===== src/rtl/conv2_rd_pkg.sv =====
// ---------------------------------------------------------------------------
// conv2_rd_pkg
// Shared types and constants for the conv2 output-memory read streamer.
//   rd_state_t : streamer control states
//   rd_tag_t   : per-word side-band flags carried alongside the data
//   win_addr() : pixel address of one element of a 2x2 pooling window
// ---------------------------------------------------------------------------
package conv2_rd_pkg;

    typedef enum logic [1:0] {
        ST_IDLE  = 2'd0,
        ST_RUN   = 2'd1,
        ST_DRAIN = 2'd2,
        ST_DONE  = 2'd3
    } rd_state_t;

    localparam int IMG_W   = 8;
    localparam int N_CH    = 3;
    localparam int N_PIX   = 64;
    localparam int N_WORDS = 192;

    typedef struct packed {
        logic last_win;
        logic last;
    } rd_tag_t;

    localparam int TAG_W = $bits(rd_tag_t);

    // (2*wr+dy)*8 + 2*wc+dx with dy=e[1], dx=e[0]: every term lands on its
    // own bit field, so the address is a plain concatenation.
    function automatic logic [5:0] win_addr(input logic [1:0] wr,
                                            input logic [1:0] wc,
                                            input logic [1:0] e);
        return {wr, e[1], wc, e[0]};
    endfunction

endpackage


===== src/rtl/rd_skid_fifo.sv =====
// ---------------------------------------------------------------------------
// rd_skid_fifo
// Small synchronous FIFO holding {tag, data} words returned from memory.
// The head entry is presented combinationally on pop_data so the consumer
// sees the word in the same cycle it becomes valid.
//   clk, reset       : clock, asynchronous active-high reset
//   push, push_data  : write request and word
//   pop              : remove head entry (ignored when empty)
//   pop_data         : current head entry
//   count            : number of stored entries
//   empty, full      : occupancy flags
// Push and pop in the same cycle are both honoured, including when full.
// ---------------------------------------------------------------------------
module rd_skid_fifo #(
    parameter int DEPTH = 3,
    parameter int WIDTH = 18
) (
    input  logic                       clk,
    input  logic                       reset,
    input  logic                       push,
    input  logic [WIDTH-1:0]           push_data,
    input  logic                       pop,
    output logic [WIDTH-1:0]           pop_data,
    output logic [$clog2(DEPTH+1)-1:0] count,
    output logic                       empty,
    output logic                       full
);

    localparam int PTR_W = (DEPTH > 1) ? $clog2(DEPTH) : 1;
    localparam int CNT_W = $clog2(DEPTH + 1);

    logic [WIDTH-1:0] mem_reg [DEPTH];
    logic [PTR_W-1:0] wr_ptr_reg, wr_ptr_next;
    logic [PTR_W-1:0] rd_ptr_reg, rd_ptr_next;
    logic [CNT_W-1:0] count_reg, count_next;
    logic             do_push, do_pop;

    // Depth need not be a power of two, so pointers wrap explicitly.
    function automatic logic [PTR_W-1:0] ptr_inc(input logic [PTR_W-1:0] p);
        return (p == PTR_W'(DEPTH - 1)) ? '0 : p + PTR_W'(1);
    endfunction

    assign do_pop  = pop && (count_reg != '0);
    // A full FIFO can still accept a word when the head leaves this cycle.
    assign do_push = push && ((count_reg != CNT_W'(DEPTH)) || do_pop);

    always_comb begin
        wr_ptr_next = wr_ptr_reg;
        rd_ptr_next = rd_ptr_reg;
        count_next  = count_reg;
        if (do_push) begin
            wr_ptr_next = ptr_inc(wr_ptr_reg);
        end
        if (do_pop) begin
            rd_ptr_next = ptr_inc(rd_ptr_reg);
        end
        if (do_push && !do_pop) begin
            count_next = count_reg + CNT_W'(1);
        end else if (do_pop && !do_push) begin
            count_next = count_reg - CNT_W'(1);
        end
    end

    always_ff @(posedge clk or posedge reset) begin
        if (reset) begin
            wr_ptr_reg <= '0;
            rd_ptr_reg <= '0;
            count_reg  <= '0;
        end else begin
            wr_ptr_reg <= wr_ptr_next;
            rd_ptr_reg <= rd_ptr_next;
            count_reg  <= count_next;
        end
    end

    // Storage needs no reset; validity is tracked by count_reg alone.
    always_ff @(posedge clk) begin
        if (do_push) begin
            mem_reg[wr_ptr_reg] <= push_data;
        end
    end

    assign pop_data = mem_reg[rd_ptr_reg];
    assign count    = count_reg;
    assign empty    = (count_reg == '0);
    assign full     = (count_reg == CNT_W'(DEPTH));

endmodule


===== src/rtl/conv2_mem_read.sv =====
// ---------------------------------------------------------------------------
// conv2_mem_read
// Walks the three 8x8 conv2 output maps in 2x2 pooling-window order, issues
// memory reads, absorbs the fixed read latency and streams the words out
// over valid/ready without losing any under backpressure.
//   clk, reset     : clock, asynchronous active-high reset
//   start          : one-cycle run request (honoured in IDLE or DONE only)
//   mem_rd         : read enable; mem_ch / mem_addr select the pixel
//   mem_rdata      : read data, valid RD_LAT cycles after mem_rd
//   out_data       : FIFO head word; out_valid / out_ready handshake
//   out_last_win   : head word is element 3 of its 2x2 window
//   out_last       : head word is the final word of the run
//   busy           : RUN or DRAIN
//   done           : DONE
// Reads are credit-limited: reads in flight plus buffered words never
// exceed FIFO_DEPTH, so the buffer cannot overflow.
// ---------------------------------------------------------------------------
module conv2_mem_read
    import conv2_rd_pkg::*;
#(
    parameter int DATA_W     = 16,
    parameter int RD_LAT     = 1,
    parameter int FIFO_DEPTH = RD_LAT + 2
) (
    input  logic              clk,
    input  logic              reset,
    input  logic              start,
    output logic              mem_rd,
    output logic [1:0]        mem_ch,
    output logic [5:0]        mem_addr,
    input  logic [DATA_W-1:0] mem_rdata,
    output logic [DATA_W-1:0] out_data,
    output logic              out_valid,
    input  logic              out_ready,
    output logic              out_last_win,
    output logic              out_last,
    output logic              busy,
    output logic              done
);

    localparam int FCNT_W = $clog2(FIFO_DEPTH + 1);
    localparam int SUM_W  = FCNT_W + 1;
    localparam int ENT_W  = TAG_W + DATA_W;

    rd_state_t         state_reg, state_next;
    logic [1:0]        ch_reg, ch_next;
    logic [1:0]        wr_reg, wr_next;
    logic [1:0]        wc_reg, wc_next;
    logic [1:0]        e_reg, e_next;

    logic [RD_LAT-1:0] pipe_valid_reg, pipe_valid_next;
    rd_tag_t           pipe_tag_reg  [RD_LAT];
    rd_tag_t           pipe_tag_next [RD_LAT];
    rd_tag_t           issue_tag;
    rd_tag_t           head_tag;

    logic              final_read;
    logic [SUM_W-1:0]  inflight;
    logic [SUM_W-1:0]  occupancy;

    logic              fifo_push, fifo_pop, fifo_empty, fifo_full;
    logic [FCNT_W-1:0] fifo_count;
    logic [ENT_W-1:0]  fifo_head;

    // Counters currently point at ch 2, window 15, element 3.
    assign final_read = (ch_reg == 2'(N_CH - 1)) && (wr_reg == 2'd3) &&
                        (wc_reg == 2'd3) && (e_reg == 2'd3);

    assign issue_tag.last_win = (e_reg == 2'd3);
    assign issue_tag.last     = final_read;

    assign mem_ch   = ch_reg;
    assign mem_addr = win_addr(wr_reg, wc_reg, e_reg);

    assign out_valid = !fifo_empty;
    assign fifo_pop  = out_valid && out_ready;

    // In-flight reads are exactly the set bits of the latency pipe.
    always_comb begin
        inflight = '0;
        for (int i = 0; i < RD_LAT; i++) begin
            inflight = inflight + SUM_W'(pipe_valid_reg[i]);
        end
    end

    // Occupancy after this cycle's pop; a push this cycle only moves a word
    // from the pipe into the FIFO and leaves the sum unchanged.
    assign occupancy = inflight + SUM_W'(fifo_count) - SUM_W'(fifo_pop);

    always_comb begin
        state_next = state_reg;
        ch_next    = ch_reg;
        wr_next    = wr_reg;
        wc_next    = wc_reg;
        e_next     = e_reg;
        mem_rd     = 1'b0;
        case (state_reg)
            ST_IDLE, ST_DONE: begin
                if (start) begin
                    state_next = ST_RUN;
                    ch_next    = '0;
                    wr_next    = '0;
                    wc_next    = '0;
                    e_next     = '0;
                end
            end
            ST_RUN: begin
                // The full term is already implied by the credit sum; it keeps
                // the no-overflow guarantee visible at the issue point.
                if ((occupancy < SUM_W'(FIFO_DEPTH)) && !(fifo_full && !fifo_pop)) begin
                    mem_rd = 1'b1;
                    e_next = e_reg + 2'd1;
                    if (e_reg == 2'd3) begin
                        wc_next = wc_reg + 2'd1;
                        if (wc_reg == 2'd3) begin
                            wr_next = wr_reg + 2'd1;
                            // Channel saturates at the last map instead of wrapping.
                            if ((wr_reg == 2'd3) && (ch_reg != 2'(N_CH - 1))) begin
                                ch_next = ch_reg + 2'd1;
                            end
                        end
                    end
                    if (final_read) begin
                        state_next = ST_DRAIN;
                    end
                end
            end
            ST_DRAIN: begin
                // Using the post-pop count lets done rise in the cycle right
                // after the final word is accepted.
                if ((inflight == '0) && (occupancy == '0)) begin
                    state_next = ST_DONE;
                end
            end
            default: begin
                state_next = ST_IDLE;
            end
        endcase
    end

    // Latency pipe: stage 0 captures the issue, the last stage feeds the FIFO
    // on the edge where mem_rdata is valid.
    generate
        for (genvar gi = 0; gi < RD_LAT; gi++) begin : g_pipe
            if (gi == 0) begin : g_head
                assign pipe_valid_next[gi] = mem_rd;
                assign pipe_tag_next[gi]   = issue_tag;
            end else begin : g_tail
                assign pipe_valid_next[gi] = pipe_valid_reg[gi-1];
                assign pipe_tag_next[gi]   = pipe_tag_reg[gi-1];
            end
        end
    endgenerate

    always_ff @(posedge clk or posedge reset) begin
        if (reset) begin
            state_reg      <= ST_IDLE;
            ch_reg         <= '0;
            wr_reg         <= '0;
            wc_reg         <= '0;
            e_reg          <= '0;
            pipe_valid_reg <= '0;
            for (int i = 0; i < RD_LAT; i++) begin
                pipe_tag_reg[i] <= '0;
            end
        end else begin
            state_reg      <= state_next;
            ch_reg         <= ch_next;
            wr_reg         <= wr_next;
            wc_reg         <= wc_next;
            e_reg          <= e_next;
            pipe_valid_reg <= pipe_valid_next;
            pipe_tag_reg   <= pipe_tag_next;
        end
    end

    assign fifo_push = pipe_valid_reg[RD_LAT-1];

    rd_skid_fifo #(
        .DEPTH (FIFO_DEPTH),
        .WIDTH (ENT_W)
    ) u_fifo (
        .clk       (clk),
        .reset     (reset),
        .push      (fifo_push),
        .push_data ({pipe_tag_reg[RD_LAT-1], mem_rdata}),
        .pop       (fifo_pop),
        .pop_data  (fifo_head),
        .count     (fifo_count),
        .empty     (fifo_empty),
        .full      (fifo_full)
    );

    assign head_tag     = rd_tag_t'(fifo_head[ENT_W-1:DATA_W]);
    assign out_data     = fifo_head[DATA_W-1:0];
    assign out_last_win = out_valid && head_tag.last_win;
    assign out_last     = out_valid && head_tag.last;

    assign busy = (state_reg == ST_RUN) || (state_reg == ST_DRAIN);
    assign done = (state_reg == ST_DONE);

endmodule


===== config.mk =====
export PLATFORM = sky130hd
export DESIGN_NAME = conv2_mem_read
export DESIGN_NICKNAME = d
export VERILOG_FILES = /design/src/rtl/conv2_rd_pkg.sv /design/src/rtl/rd_skid_fifo.sv /design/src/rtl/conv2_mem_read.sv
export SDC_FILE = /design/constraint.sdc
export NUM_CORES = 1
export LEC_CHECK = 0
export ABC_AREA = 0
export BUFFER_PORTS_ARGS = -buffer_cell sky130_fd_sc_hd__buf_2
export CAP_MARGIN = 20
export CELL_PAD_IN_SITES_DETAIL_PLACEMENT = 1
export CELL_PAD_IN_SITES_GLOBAL_PLACEMENT = 2
export CORE_ASPECT_RATIO = 0.5
export CORE_MARGIN = 2
export CORE_UTILIZATION = 41
export CTS_CLUSTER_DIAMETER = 100
export DETAILED_ROUTE_END_ITERATION = 7
export PLACE_DENSITY_LB_ADDON = 0.05
export SYNTH_ARGS = -nofsm -noshare
export SYNTH_HDL_FRONTEND = slang
export SYNTH_SLANG_ARGS = --single-unit

===== constraint.sdc =====
create_clock -name clk -period 8.56 [get_ports clk]
set_clock_uncertainty 0.05 [all_clocks]
set_input_delay 1.712 -clock clk [delete_from_list [all_inputs] [get_ports clk]]
set_output_delay 1.712 -clock clk [all_outputs]
set_load 0.01 [all_outputs]

==> results of run 1 <==
## layer usage
metal / part of all wire (%) / global-route usage (%)
met5: 0 / 0
met4: 1.7 / 7.143
met3: 4.6 / 6.230
met2: 48 / 29.32
met1: 46 / 19.51
## final timing paths
path / start / slack, ps / cells past startpoint / end
min in group asynchronous: reset / 1480 / 2 / pipe_tag_reg[0]
worst max register to register: u_fifo.count[1] / 5620 / 12 / state_reg[0]
worst min register to register: pipe_tag_reg[1] / 420 / 0 / u_fifo.mem_reg[1][17]
worst min-delay path: pipe_tag_reg[1] / 420 / 0 / u_fifo.mem_reg[1][17]
max in group asynchronous: reset / 6470 / 2 / e_reg[0]
worst max-delay path: out_ready / 3120 / 12 / mem_rd
## metrics by stage
| stage | std cells | cell area [µm²] |
|---|---|---|
| floorplan | 239 | 3171 |
| global placement | 380 | 3545 |
| detailed placement | 381 | 3572 |
| CTS | 397 | 3836 |
| global route | 398 | 3864 |
| finish | 398 | 3864 |
## power by group through the flow
stage          clock [µW]  sequential [µW]  combinational, µW
2_1_floorplan           0              484                348
3_3_place_gp            0              534                452
3_5_place_dp            0              523                492
4_1_cts               344              516                495
5_1_grt               356              505                579
6_report              335              496                515
## Yosys cell counts (all sizes together) (2+ instances only)
cell	n
nor3	3
nand4	2
edfxtp	54
nand3	3
ha	12
nor3b	3
nand2	37
inv	14
dfrtp	19
mux2i	22
nor2	11
a21o	3
a21oi	4
o21ai	25
nor2b	2
clkbuf	4
nand2b	2
xor2	4
buf	3
## worst max-delay path: stages
cell and delay (ps):
buf_2 80, nor2b_1 210, ha_1 270, inv_1 60, ha_1 140, inv_1 50
fa_1 420, or2_4 260, o21ai_4 80, nand2_1 100, nor2_1 150, buf_2 160
## cell families (layout without fill, tap and decap cells)
| group | after synthesis | count (layout) |
|---|---|---|
| DFF | 73 | 73 |
| and+or+nand+nor | 68 | 68 |
| AOI/OAI and AO/OA | 37 | 37 |
| muxes | 22 | 22 |
| buffers and inverters | 21 | 84 |
| adders and majority gates | 13 | 13 |
| xor gates and xnor gates | 5 | 5 |
## layout make-up
class                   instances  area [µm²]  share of cell area [%]
flip-flops and latches         73        2097                   54.27
multi-input cells             145        1007                   26.07
repair buffers                 54       322.8                   8.355
clock buffers                  10       229.0                   5.926
well taps                      96       120.1                   3.109
inverters                      14       52.55                   1.360
clock inverters                 6       35.03                  0.9067
==> results.yml, run 1 <==
place:
  place.gp.congestion: 0.7389
  port_buffers: 49
  dp_hpwl_um: 4386
  pre_cts_slack_ps: 3090
sta:
  tightest_slew_ps: 810.9
  drv_slew: 0
  tns_ps: 0
  fin_ws_ps: 3119
  fin_hold_ws_ps: 424.8
  setup_viol_count_final: 0
  min_period_ps: 5441
  rsz0062_at_grt: "false"
  hold_viol: 0
  timing.final.crit_share_pct: 63.57
  max_freq_mhz: 183.8
  relSlewSlack_pct: 45.88
yosys:
  yosysTopAreaCellShare_pct: 51.14
  syn-instance-count: 239
  synth_nets: 272
  synth_compound_area_share_pct: 7.182
  synthAdderAreaFrac_pct: 5.367
  yosys.area_share.xor_xnor_pct: 1.381
  synth_edf_count: 54
  yosys.area_share.simple_pct: 10.42
  synth_cell_types: 37
  yosys_warnings: 0
  yosys_register_bits: 73
  synth_top_family_by_area: "simple AND/OR/NAND/NOR gates"
  synthTopCellsByArea: "edfxtp_1, dfrtp_1, mux2i_1, ha_1, nand2_1"
  synth_top_cell_by_area: "edfxtp_1"
  synth_flop_cell: "edfxtp_1"
  syn_area_um2: 3171
  synthMuxAreaShare_pct: 6.946
  synthArstFlopShare_pct: 26.03
  avgSynthCellArea_um2: 13.27
  ys_seq_area_share_pct: 66.14
critical_path:
  path_max_fanout: 5
  critPathCaptureType: "output port"
  crit_required_ps: 6800
  arrival_ps: 3680
  critPathKind: "primary input to output port"
  cp-start-kind: "primary input"
clock_network:
  clk_pin_slew_ps: 50
  holdBufCountCts: 0
  htree_num_levels: 3
  clk_path_buf_depth: 2
  cts_resized: 0
  cts_tree: "built"
  numCtsBuffers: 9
  clock-sinks: 73
  clock_latency_ps: 330
  post_cts_buffers: 0
  cts-root-buf: "clkbuf_16"
route:
  drt_first_pass_iters: 4
  drc: 0
  drt_iter0_markers: 63
  via_count: 2016
  wl_per_cell_um: 16.02
  avgViaCountPerCell: 5.065
  wirelength_um: 6375
  ant_nets: 0
pwr:
  p_leak_uw: 0.001625
  vdd_drop_max_mv: 0.1297
  swShare_pct: 36.69
  clock_power_share_pct: 24.9
  p_total_uw: 1345
  p_switching_uw: 493.6
  p_seq_share_pct: 36.8
  p_int_uw: 851.9
  power_density_nw_per_um2: 348.2
  comb_power_share_pct: 38.3
grt:
  grt-ovfl-total: 0
  antenna_found_initial: 0
  grt_max_degree: 40
  grt_pass1_vias: 2157
  track_usage_pct: 17.04
  grt_pass1_wl_um: 10450
hold_path:
  hold_path_class: "flop to flop"
die:
  die-area_um2: 8495
  die_width_um: 128.4
  coreArea_um2: 7405
  start_util_pct: 42.82
  die_h_um: 66.18
  rows: 22
  io_pins: 50
cells_and_area:
  final_common_cell: "edfxtp_1"
  mostFrequentLayoutCells: "edfxtp_1, buf_2, nand2_1, o21ai_0, mux2i_1"
  num_antenna_cells: 0
  areaGrowthSynthToFinish_pct: 21.86
  utilization_pct: 52.18
  filler_cell_count: 771
  layout.nets: 330
  drive_gt1_share_pct: 26.49
  largest_reg_flops: 54
flow_run:
  maxCapViolations: 0
status:
  status: "finished clean"
(Power assumes the default switching activity.)
==> run 2: changes to the inputs <==
Settings changed: CORE_UTILIZATION 41 to 34.
Clock period 8.56 ns to 4.4 ns, I/O delays scaled along.
==> run 2 against run 1 <==
- count of clock-buffer cells in the layout down 1
- sequential power grew 99%
- total power increased by 92%
- critical path depth unchanged
- global-route usage is 2.3 points lower
- die area increased by 20%
- worst setup slack got worse by 2500 ps
- clock power increased by 90%
- combinational power up 87%
- register-to-register slack lost 4100 ps
- wire length up 6.0%
- sequential cell count is the same
==> results.yml, run 2 (synthesis results as in run 1) <==
status:
  status: "finished clean"
cells_and_area:
  drive_gt1_share_pct: 26.58
  utilization_pct: 43.51
  final_common_cell: "edfxtp_1"
  layout.cells.non_filler: 418
  mostFrequentLayoutCells: "edfxtp_1, buf_2, nand2_1, o21ai_0, mux2i_1"
  largest_reg_flops: 54
  areaGrowthSynthToFinish_pct: 21.98
  num_antenna_cells: 0
  layout.nets: 330
clock_network:
  post_cts_buffers: 0
  clock_latency_ps: 330
  clk_pin_slew_ps: 60
  htree_num_levels: 3
  clk_path_buf_depth: 2
  cts_tree: "built"
  cts_resized: 0
  clock-sinks: 73
  cts-root-buf: "clkbuf_16"
  holdBufCountCts: 0
  numCtsBuffers: 9
die:
  io_pins: 50
  coreArea_um2: 8889
  rows: 24
  die_width_um: 140.6
  die_h_um: 72.29
  die-area_um2: 10160
  start_util_pct: 35.67
hold_path:
  holdPathEnd: "u_fifo.mem_reg[2][17]"
  hold_path_class: "flop to flop"
  hp-start: "pipe_tag_reg[1]"
  hold_path_depth: 0
sta:
  setup_viol_count_final: 0
  timing.final.crit_share_pct: 86.71
  rsz0062_at_grt: "false"
  tightest_slew_ps: 816.7
  fin_ws_ps: 585.0
  max_freq_mhz: 262.1
  relSlewSlack_pct: 45.49
  drv_slew: 0
  hold_viol: 0
  fin_hold_ws_ps: 435.9
  min_period_ps: 3815
  tns_ps: 0
critical_path:
  critPathKind: "flop to output port"
  reg2reg_depth: 12
  path_cells: "nor2_1 -> nor2b_1 -> ha_1 -> inv_1 -> ha_1 -> inv_1 -> fa_1 -> or2_4 -> o21ai_4 -> nand2_1 -> nor2_1 -> buf_2"
  path_max_fanout: 7
  cp-start-kind: "flop"
  critPathCaptureType: "output port"
  r2r_start: "u_fifo.count[1]"
  crit_required_ps: 3470
  slowest_delay_ps: 480
  r2r_setup_slack_ps: 1530
  r2r_end: "state_reg[0]"
  arrival_ps: 2890
  cp_slowest_cell: "dfrtp_1"
pwr:
  power_density_nw_per_um2: 668.7
  vdd_drop_max_mv: 0.2051
  p_leak_uw: 0.001609
grt:
  antenna_found_initial: 0
  grt_max_degree: 21
  grt_pass1_vias: 2156
  grt_pass1_wl_um: 11190
  track_usage_pct: 14.75
  grt-ovfl-total: 0
route:
  drt_iter0_markers: 55
  wirelength_um: 6755
  drt_first_pass_iters: 4
  avgViaCountPerCell: 4.770
  wl_per_cell_um: 16.16
  drc: 0
  via_count: 1994
  ant_nets: 0
flow_run:
  maxCapViolations: 0
place:
  place_inst: 403
  port_buffers: 49
  place.gp.congestion: 0.7199
  pre_cts_slack_ps: 610.1
  dp_hpwl_um: 4873
==> run 2: changes by cell type in the layout (fill, tap and decap cells not counted) <==
cell        previous run  this run
clkinv_4               2         1
clkinvlp_4             0         2
clkinv_2               2         1
buf_16                 2         1
clkbuf_1               1         0
buf_4                  3         4
==> run 2: worst max path at each step <==
stage	start	endpoint	slack, ps	depth (start not counted)
floorplan	out_ready	mem_rd	940	10
global placement	out_ready	mem_rd	680	12
detailed placement	out_ready	mem_rd	610	12
CTS	u_fifo.count[1]	mem_rd	520	12
global route	u_fifo.count[1]	mem_rd	310	12
finish	u_fifo.count[1]	mem_rd	580	12
==> run 2: cell type report <==
cell class | instances | area, µm²
clock buffer | 9 | 225.2
clock inverter | 6 | 36.28
fill | 927 | 5021
inverter | 14 | 52.55
multi-input combinational | 145 | 1007
sequential | 73 | 2097
tap | 117 | 146.4
timing repair buffer | 54 | 302.8
==> run 2: layer usage <==
layer / vias to the layer above / global-route usage [%] / part of all wire (%)
met1: 987 / 18.01 / 46
met3: 2 / 5.413 / 3.8
met4: 0 / 3.333 / 0.28
met2: 36 / 25.60 / 50
met5: - / 0 / 0
li1: 969 / - / -
==> run 2: critical path, delay by kind of cell, from the launching register on <==
| kind | cells | cell delay, ps |
|---|---|---|
| adders and majority gates | 3 | 830 |
| DFF | 1 | 480 |
| buffers and inverters | 3 | 260 |
| AOI/OAI and AO/OA | 1 | 80 |
| and+or+nand+nor | 5 | 890 |
==> run 2: through the flow <==
stage	cell area (µm²)	power [µW]
2_1_floorplan	3171	1619
3_3_place_gp	3578	1935
3_5_place_dp	3606	1993
4_1_cts	3867	2643
5_1_grt	3867	2791
6_report	3867	2586
==> run 2: power breakdown <==
group / switching, µW / leakage [µW] / internal [µW]
clock: 265 / 0.000122 / 374
combinational: 562 / 0.000749 / 399
sequential: 124 / 0.000737 / 862
==> run 3: changes to the inputs <==
--- a/config.mk
+++ b/config.mk
@@ -16,5 +16,5 @@
 export CTS_CLUSTER_DIAMETER = 100
 export DETAILED_ROUTE_END_ITERATION = 7
-export PLACE_DENSITY_LB_ADDON = 0.05
+export PLACE_DENSITY = 0.75
 export SYNTH_ARGS = -nofsm -noshare
 export SYNTH_HDL_FRONTEND = slang
--- a/constraint.sdc
+++ b/constraint.sdc
@@ -3,3 +3,3 @@
 set_input_delay 0.88 -clock clk [delete_from_list [all_inputs] [get_ports clk]]
 set_output_delay 0.88 -clock clk [all_outputs]
-set_load 0.01 [all_outputs]
+set_load 0.02 [all_outputs]
==> run 3 against run 2 <==
- sequential share of layout area is 0.14 points higher
- final cell count is 0.24% higher
- sequential cell count stayed put
- die area stayed put
- critical path depth stayed put
- maximum frequency is 2.0% lower
- first-iteration DRC count is 76% higher
- largest cell class unchanged
- largest power group is now combinational logic
==> results.yml, run 3 (synthesis results as in run 1) <==
clock_network:
  clk_path_buf_depth: 2
  clk_pin_slew_ps: 50
  post_cts_buffers: 0
  cts-root-buf: "clkbuf_16"
  numCtsBuffers: 9
  cts_resized: 0
  holdBufCountCts: 0
  clock_latency_ps: 330
  clock-sinks: 73
  cts_tree: "built"
  htree_num_levels: 3
sta:
  tightest_slew_ps: 777.9
  relSlewSlack_pct: 48.08
  min_period_ps: 3894
  max_freq_mhz: 256.8
  fin_hold_ws_ps: 425.5
  hold_viol: 0
  setup_viol_count_final: 0
  drv_slew: 0
  timing.final.crit_share_pct: 88.50
  tns_ps: 0
  rsz0062_at_grt: "false"
grt:
  grt-ovfl-total: 0
  grt_pass1_vias: 2153
  grt_max_degree: 40
  grt_pass1_wl_um: 10290
  track_usage_pct: 13.54
  antenna_found_initial: 0
die:
  die_width_um: 140.6
  start_util_pct: 35.67
  io_pins: 50
  coreArea_um2: 8889
  die_h_um: 72.29
  rows: 24
  die-area_um2: 10160
cells_and_area:
  drive_gt1_share_pct: 26.16
  largest_reg_flops: 54
  layout.area.seq_um2: 2097
  final_common_cell: "edfxtp_1"
  layout.nets: 330
  multi_input_area_um2: 1007
  areaGrowthSynthToFinish_pct: 21.67
  filler_cell_count: 958
  mostFrequentLayoutCells: "edfxtp_1, buf_2, nand2_1, o21ai_0, mux2i_1"
  num_antenna_cells: 0
hold_path:
  hold_path_depth: 0
  hold_path_class: "flop to flop"
  hp-start: "pipe_tag_reg[0]"
  holdPathEnd: "u_fifo.mem_reg[0][16]"
status:
  status: "finished clean"
place:
  dp_hpwl_um: 4295
  port_buffers: 49
  place.gp.congestion: 0.7349
route:
  wl_per_cell_um: 15.07
  ant_nets: 0
  avgViaCountPerCell: 4.695
  drt_first_pass_iters: 3
  wirelength_um: 6314
  drt_iter0_markers: 97
  via_count: 1967
  drc: 0
critical_path:
  critPathKind: "flop to output port"
  cp-start-kind: "flop"
  r2r_end: "state_reg[0]"
  r2r_setup_slack_ps: 1440
  arrival_ps: 2960
  path_cells: "nor2_1 -> nor2b_1 -> ha_1 -> inv_1 -> ha_1 -> inv_1 -> fa_1 -> or2_4 -> o21ai_4 -> nand2_1 -> nor2_1 -> buf_2"
  cp_slowest_cell: "dfrtp_1"
  critPathCaptureType: "output port"
  reg2reg_depth: 12
  path_max_fanout: 7
  slowest_delay_ps: 490
  r2r_start: "u_fifo.count[1]"
  crit_required_ps: 3470
pwr:
  vdd_drop_max_mv: 0.3870
  p_leak_uw: 0.001603
  power_density_nw_per_um2: 694.9
flow_run:
  maxCapViolations: 0
[run 3: worst max-delay path by stage]
stage / startpoint / to / slack (ps) / depth (start not counted)
floorplan: out_ready / mem_rd / 810 / 10
global placement: out_ready / mem_rd / 620 / 12
detailed placement: out_ready / mem_rd / 560 / 12
CTS: u_fifo.count[1] / mem_rd / 450 / 12
global route: u_fifo.count[1] / mem_rd / 220 / 12
finish: u_fifo.count[1] / mem_rd / 510 / 12
[run 3: layout make-up]
type                       count  share of cell area, %
inverter                      14                  1.362
sequential                    73                  54.36
multi-input combinational    145                  26.11
timing repair buffer          54                  7.525
clock inverter                 6                 0.9082
clock buffer                  10                  5.936
tap                          117                  3.795
[run 3: metrics by stage]
step	area, µm²	worst slack (ps)	instances	utilization, %	power (µW)
after detailed placement	3578	559.2	402	40.26	2062
final	3857	506.0	419	43.40	2680
after floorplan	3171	813.6	239	-	1727
after global routing	3857	220.6	419	43.40	2866
after global placement	3578	618.6	402	40.26	2019
after CTS	3842	453.2	418	43.23	2715
[run 3: critical path: cells and delay by family (launching register included)]
family | cells | cell delay [ps]
simple gates | 5 | 930
fa+ha+maj | 3 | 850
flops | 1 | 490
buf+inv | 3 | 290
compound gates | 1 | 90
[run 3: layer usage]
layer,global-route usage (%),up-vias,part of all wire (%)
li1,-,970,-
met1,14.72,960,44
met2,24.89,29,51
met3,4.686,8,3.8
met4,5.333,0,1.3
met5,0,-,0
[run 3: report_power, final]
group          switching (µW)  total (µW)  internal (µW)
registers                 104         967            863
clock network             261         637            376
logic                     688        1080            389
